`config.mk`:
```
export PLATFORM = sky130hd
export DESIGN_NAME = minhash_sorter
export DESIGN_NICKNAME = d
export VERILOG_FILES = /design/src/rtl/minhash_sorter.sv
export SDC_FILE = /design/constraint.sdc
export NUM_CORES = 1
export LEC_CHECK = 0
export ABC_CLOCK_PERIOD_IN_PS = 3800
export CELL_PAD_IN_SITES_DETAIL_PLACEMENT = 1
export CELL_PAD_IN_SITES_GLOBAL_PLACEMENT = 1
export CORE_MARGIN = 2
export CORE_UTILIZATION = 30
export CTS_CLUSTER_SIZE = 14
export DETAILED_ROUTE_END_ITERATION = 12
export PLACE_DENSITY_LB_ADDON = 0.1
export SLEW_MARGIN = 20
export SYNTH_ARGS = -nofsm -noshare
export SYNTH_HDL_FRONTEND = slang
export SYNTH_SLANG_ARGS = --single-unit
export TNS_END_PERCENT = 1
```
`constraint.sdc`:
```
create_clock -name clk -period 3.8 [get_ports clk]
set_clock_uncertainty 0.1 [all_clocks]
set_input_delay 0.95 -clock clk [delete_from_list [all_inputs] [get_ports clk]]
set_output_delay 0.95 -clock clk [all_outputs]
set_load 0.1 [all_outputs]
```
`src/rtl/minhash_sorter.sv`:
```
// minhash_sorter: streaming top-K minimum selector.
// Keeps the K (sig, idx) pairs with the smallest signatures of a fragment in
// an ascending-sorted register table and hands the winning indices to the
// extender once the fragment's last pair has been absorbed.
//
// state     | meaning
// ----------+---------------------------------------------------------------
// S_COLLECT | accepting pairs (in_ready=1), table being built
// S_EMIT    | result presented (out_valid=1), waiting for out_ready
module minhash_sorter #(
  parameter int SIG_W = 32,
  parameter int IDX_W = 4,
  parameter int K     = 2,
  parameter int CNT_W = $clog2(K+1)
) (
  input  logic                 clk,
  input  logic                 rst_n,
  input  logic                 in_valid,
  output logic                 in_ready,
  input  logic [SIG_W-1:0]     in_sig,
  input  logic [IDX_W-1:0]     in_idx,
  input  logic                 in_last,
  output logic                 out_valid,
  input  logic                 out_ready,
  output logic [K*IDX_W-1:0]   out_idx,
  output logic [CNT_W-1:0]     out_count
);

  typedef enum logic {S_COLLECT = 1'b0, S_EMIT = 1'b1} state_t;

  state_t             state_q, state_d;
  logic [K-1:0]       vld_q, vld_d;
  logic [SIG_W-1:0]   sig_q [K];
  logic [SIG_W-1:0]   sig_d [K];
  logic [IDX_W-1:0]   idx_q [K];
  logic [IDX_W-1:0]   idx_d [K];
  logic [CNT_W-1:0]   ins_pos;

  // Insertion position: valid entries are a sorted prefix, so counting the
  // ones with sig <= in_sig places ties behind earlier arrivals.
  always_comb begin
    ins_pos = '0;
    for (int j = 0; j < K; j++) begin
      if (vld_q[j] && (sig_q[j] <= in_sig)) ins_pos = ins_pos + CNT_W'(1);
    end
  end

  // Next-state and table update: shift/insert on accept, clear on handshake.
  always_comb begin
    state_d = state_q;
    vld_d   = vld_q;
    sig_d   = sig_q;
    idx_d   = idx_q;
    case (state_q)
      S_COLLECT: begin
        if (in_valid) begin
          // Entries below the insertion point move down; slot K-1 falls off.
          for (int i = K-1; i > 0; i--) begin
            if (CNT_W'(i) > ins_pos) begin
              vld_d[i] = vld_q[i-1];
              sig_d[i] = sig_q[i-1];
              idx_d[i] = idx_q[i-1];
            end
          end
          // ins_pos == K matches no slot, so the pair is simply discarded.
          for (int i = 0; i < K; i++) begin
            if (CNT_W'(i) == ins_pos) begin
              vld_d[i] = 1'b1;
              sig_d[i] = in_sig;
              idx_d[i] = in_idx;
            end
          end
          if (in_last) state_d = S_EMIT;
        end
      end
      S_EMIT: begin
        if (out_ready) begin
          vld_d   = '0;
          state_d = S_COLLECT;
        end
      end
      default: state_d = S_COLLECT;
    endcase
  end

  // State and table registers.
  always_ff @(posedge clk or negedge rst_n) begin
    if (!rst_n) begin
      state_q <= S_COLLECT;
      vld_q   <= '0;
      for (int i = 0; i < K; i++) begin
        sig_q[i] <= '0;
        idx_q[i] <= '0;
      end
    end else begin
      state_q <= state_d;
      vld_q   <= vld_d;
      for (int i = 0; i < K; i++) begin
        sig_q[i] <= sig_d[i];
        idx_q[i] <= idx_d[i];
      end
    end
  end

  assign in_ready  = (state_q == S_COLLECT);
  assign out_valid = (state_q == S_EMIT);

  // Result decode from registered table, zero outside EMIT.
  always_comb begin
    out_idx   = '0;
    out_count = '0;
    if (state_q == S_EMIT) begin
      for (int i = 0; i < K; i++) begin
        if (vld_q[i]) begin
          out_idx[IDX_W*i +: IDX_W] = idx_q[i];
          out_count = out_count + CNT_W'(1);
        end
      end
    end
  end

endmodule
```
# ---- Word-level counts from Yosys, hierarchy flattened
# Cells that the tools add are included.
dict set report classes {
  n_addsub 2
  order_cmp 3
  n_eq_ne 5
  muxes 23
  bitwise_logic 1
  reduce_logical 8
}
# cell n
set op_table {}
lappend op_table {{$le 32x32->1} 2}
lappend op_table {{$mux 32} 2}
lappend op_table {{$mux 4} 4}
lappend op_table {{$mux 2} 6}
lappend op_table {{$reduce_and 3->1} 4}
lappend op_table {{$mux 1} 8}
lappend op_table {{$mux 8} 1}
lappend op_table {{$add 2x1->2 const B} 2}
lappend op_table {{$ne 2x2->1 const B} 2}
lappend op_table {{$pmux 2 s2} 1}
lappend op_table {{$ne 3x1->1 const B} 1}
lappend op_table {{$eq 1x2->1 const A} 1}
lappend op_table {{$gt 1x2->1 const A} 1}
lappend op_table {{$logic_and 1x1->1} 2}
lappend op_table {{$logic_not 2->1} 1}
lappend op_table {{$ne 2x1->1 const B} 1}
lappend op_table {{$pmux 1 s2} 1}
lappend op_table {{$reduce_bool 2->1} 1}
lappend op_table {{$not 1->1} 1}
dict set report totals {
  regBits 75
  input_bits 41
  out_inout_bits 12
  word_cells 49
}

# ---- Logic depth before layout (Yosys ltp)
dict set report logic_depth {
  word_depth 10
  depth_mapped 13
  mapped_depth_nobuf 11
}

# ---- Worst setup path after synthesis
# Ideal clock, no wire load.
dict set report synth_path {
  path_type {in2reg}
  from {input in_sig[14]}
  to {register sig_q[61] in the netlist's numbering}
  setup_time_ns 0.133
  arrival_ns 3.303
  t_required_ns 3.567
  path_slack_ns 0.263
  path_stages 12
  n_path_buf 2
  cell_sequence {inv_1 ha_1 a21oi_2 nand2_1 a221o_1 or3_1 a22o_1 ha_1 nand3_1 buf_2 clkbuf_1 o21ai_0}
}
dict set report synth_via {
  elab_chain_len 7
}
# element line
set synth_rtl {}
lappend synth_rtl {{from (decl)} 20} ;# input logic [SIG_W-1:0] in_sig,
lappend synth_rtl {{$le 32x32->1} 44} ;# if (vld_q[j] && (sig_q[j] <= in_sig)) ins_pos = ins_pos + CNT_W'(1);
lappend synth_rtl {{$logic_and 1x1->1} 44}
lappend synth_rtl {{$mux 1} 44}
lappend synth_rtl {{$add 2x1->2} 44}
lappend synth_rtl {{$mux 2 (*)} 44}
lappend synth_rtl {{$logic_not 2->1 (*)} 67} ;# if (CNT_W'(i) == ins_pos) begin
lappend synth_rtl {{$reduce_and 3->1 (no source line) (*)} --}
lappend synth_rtl {{to (signal, indexed assignment)} 99} ;# sig_q[i] <= sig_d[i];
lappend synth_rtl {{to (decl)} 33} ;# logic [SIG_W-1:0] sig_q [K];
# Mark *: on every way between the ends. The rest lies on a longest branch, timed or not.
# A chain may end at the register's enable or synchronous reset.

# ---- Final worst setup path
dict set report layout_path {
  from {input in_sig[5]}
  to {register idx_q[5] in the netlist's numbering}
}
dict set report layout_via {
  elab_chain_len 7
}
# element line
set layout_rtl {}
lappend layout_rtl {{$le 32x32->1} 44}
lappend layout_rtl {{$logic_and 1x1->1} 44}
lappend layout_rtl {{$mux 1} 44}
lappend layout_rtl {{$add 2x1->2} 44}
lappend layout_rtl {{$mux 2 (*)} 44}
lappend layout_rtl {{$logic_not 2->1 (*)} 67}
lappend layout_rtl {{$reduce_and 3->1 (no source line) (*)} --}
lappend layout_rtl {{to (signal, indexed assignment)} 100} ;# idx_q[i] <= idx_d[i];
lappend layout_rtl {{to (decl)} 35} ;# logic [IDX_W-1:0] idx_q [K];
# Marked as above.

==> impl_metrics.json <==
{
  "crit_required_ns": 3.92,
  "grt_pass1_vias": 4199,
  "root_buffer": "clkbuf_16",
  "crit_path_max_incr_delay_ns": 0.48,
  "grt_pass1_wl_um": 21200,
  "area_growth_pct": 31.5,
  "synth_cells": 501,
  "drv_slew": 0,
  "diodes": 0,
  "cts_tree": "done",
  "dpl-instance-area_mm2": 0.00568,
  "seq_area_frac_synth_pct": 40.1,
  "ys_async_sr_fraction_pct": 100,
  "drc": 0,
  "core_area_mm2": 0.0152,
  "setup_ws_ns": 0.115,
  "final_core_util_pct": 40.4,
  "max_slew_margin_pct": 51.4,
  "worstPathMaxFanout": 4,
  "crit_type": "input port to flip-flop",
  "hold_path_class": "flip-flop to flip-flop",
  "wl_um": 13400,
  "hpwl_um": 9540,
  "synth_edf_count": 0,
  "syn_area_mm2": 0.00468,
  "clock-sinks": 75,
  "vias": 3940,
  "dp_worst_setup_slack_ns": -0.326,
  "cp_top_family": "compound AO/OA/AOI/OAI gates",
  "hold_violations": 0,
  "post-route-period-util_pct": 97.0,
  "dp.cells": 761,
  "startpoint_type": "input port",
  "cts_buffers": 9,
  "die_height_um": 129,
  "cpMaxStageDelayCell": "clkdlybuf4s50_1",
  "ant_nets": 0,
  "synth_fp_nets": 609,
  "clock_latency_ns": 0.34,
  "synthFlopType": "dfrtp_1",
  "die_area_mm2": 0.0166,
  "synth_cell_types": 33,
  "path_clk_slew_ns": 0.06,
  "worst-path-buf-inv": 2,
  "synth_warnings": 0,
  "first_iter_violations": 133,
  "grt_antenna_before_repair": 0,
  "worst_pin_slew_ns": 0.729,
  "layout_min_cycle_time_ns": 3.68,
  "end_kind": "flip-flop",
  "design_area_mm2": 0.00615,
  "h-tree-depth": 3,
  "fmax_mhz": 271,
  "synth-seq-cells": 75,
  "place_congestion": 0.805,
  "syn_avg_cell_area_um2": 9.33,
  "final_cell_mix": "dfrtp_1 (75), ha_1 (65), a21oi_1 (56), nand2_1 (49), buf_4 (47)",
  "grt_max_degree": 76,
  "layout-drive-gt1-share_pct": 15.8,
  "finalPower_uw": 5330,
  "start_util_pct": 30.8,
  "gr-total-overflow": 0,
  "netlist_top_cells_area": "dfrtp_1 (40%), ha_1 (18%), mux2i_1 (7.7%)",
  "cp_data_arrival_time_ns": 3.81,
  "setup_viol": 0,
  "io_pins": 53,
  "synth_top_area_share_pct": 40.1,
  "via_per_inst": 5.03,
  "finalNetCount": 698,
  "clk_path_buf_depth": 2,
  "yosysTopAreaCell": "dfrtp_1",
  "grt_usage_pct": 16.4,
  "power_density_mw_per_mm2": 867,
  "p_leak_uw": 0.00297,
  "final_common_cell": "dfrtp_1",
  "status": "complete, no violations",
  "wl_per_cell_um": 17.1,
  "io_buffer_count": 52,
  "die_w_um": 129,
  "vdd_ir_drop_max_mv": 0.477,
  "dr.pass1.iters": 6,
  "instances_no_fill": 783,
  "fp-row-count": 45,
  "worstPathCellList": "clkdlybuf4s50_1, inv_1, ha_1, a21oi_1, o21ai_1, a221o_1, or3_1, a22o_1, ha_2, nand3_4, mux2_2",
  "maxCapViolCount": 0
}
## per-layer routing
metal | share of wire, % | track usage, % | up-vias
li1 | - | - | 1959
met1 | 46 | 20.8 | 1931
met2 | 51 | 28.4 | 36
met3 | 1.9 | 2.49 | 14
met4 | 1.6 | 5.75 | 0
met5 | 0 | 0 | -
## sequential cells by signal, indices dropped and copies added, names as in the netlist
register,count
out_valid,1
idx_q,8
vld_q,2
sig_q,64
## cell families (layout without fill, tap and decap cells)
family,Yosys count,count (layout),share of synthesized area (%)
simple gates,146,147,14.4
compound gates,116,116,13.9
flops,75,75,40.1
fa+ha+maj,67,67,17.9
buf+inv,56,149,4.71
mux,41,41,8.91
## cell type report
cell class                      count  area [µm²]
Fill cell                        1755        9050
Inverter                           36         135
Timing Repair Buffer               97         933
Clock buffer                       15         288
Clock inverter                      1        5.00
Tap cell                          188         235
Sequential cell                    75        1880
Multi-Input combinational cell    371        2670
## Yosys cell counts (3+ instances only)
library cell / number
dfrtp_1: 75
ha_1: 67
a21oi_1: 58
nand2_1: 49
nor2_1: 44
inv_1: 36
mux2i_1: 36
o21ai_0: 35
nand3_1: 15
clkbuf_1: 12
nand4_1: 12
and3_1: 11
buf_2: 8
mux2_2: 5
a21o_1: 3
a221o_1: 3
and4_1: 3
nor2b_1: 3
o211ai_1: 3
## through the flow
stage | hold slack [ns] | setup TNS [ns]
6_report | 0.416 | 0
5_1_grt | 0.450 | -0.00469
4_1_cts | 0.418 | 0
3_5_place_dp | 0.405 | -19.78
3_3_place_gp | 0.398 | -16.16
2_1_floorplan | 0.375 | 0
## worst paths after layout
path | depth (start not counted) | to | slack, ns | start
worst max-delay path | 11 | idx_q[5]$_DFFE_PN0P_ | 0.12 | in_sig[5]
worst min-delay path | 2 | sig_q[63]$_DFFE_PN0P_ | 0.42 | sig_q[63]$_DFFE_PN0P_
worst max register to register | 9 | idx_q[5]$_DFFE_PN0P_ | 0.90 | sig_q[39]$_DFFE_PN0P_
worst min register to register | 2 | sig_q[63]$_DFFE_PN0P_ | 0.42 | sig_q[63]$_DFFE_PN0P_
max in group asynchronous | 1 | sig_q[15]$_DFFE_PN0P_ | 2.55 | rst_n
min in group asynchronous | 1 | idx_q[7]$_DFFE_PN0P_ | 0.54 | rst_n
## what timing repair did
item | CTS | global route
hold buffers | 0 | 0
gates resized for setup | 0 | 22
hold endpoints to repair | 0 | 0
setup buffers | 0 | 2
endpoints found under the setup margin | 0 | 74
## power by group
group | switching [µW] | leakage [µW] | internal, µW
clock network | 332 | 0.000146 | 514
logic | 1600 | 0.00194 | 1390
registers | 309 | 0.000889 | 1200
total | 2240 | 0.00297 | 3100
## worst min-delay path, stage by stage, from the launching register on
cell     delay, ns
dfrtp_1       0.37
nand2_1       0.05
o21ai_0       0.06
No activity file was read; power rests on OpenSTA's default activity.
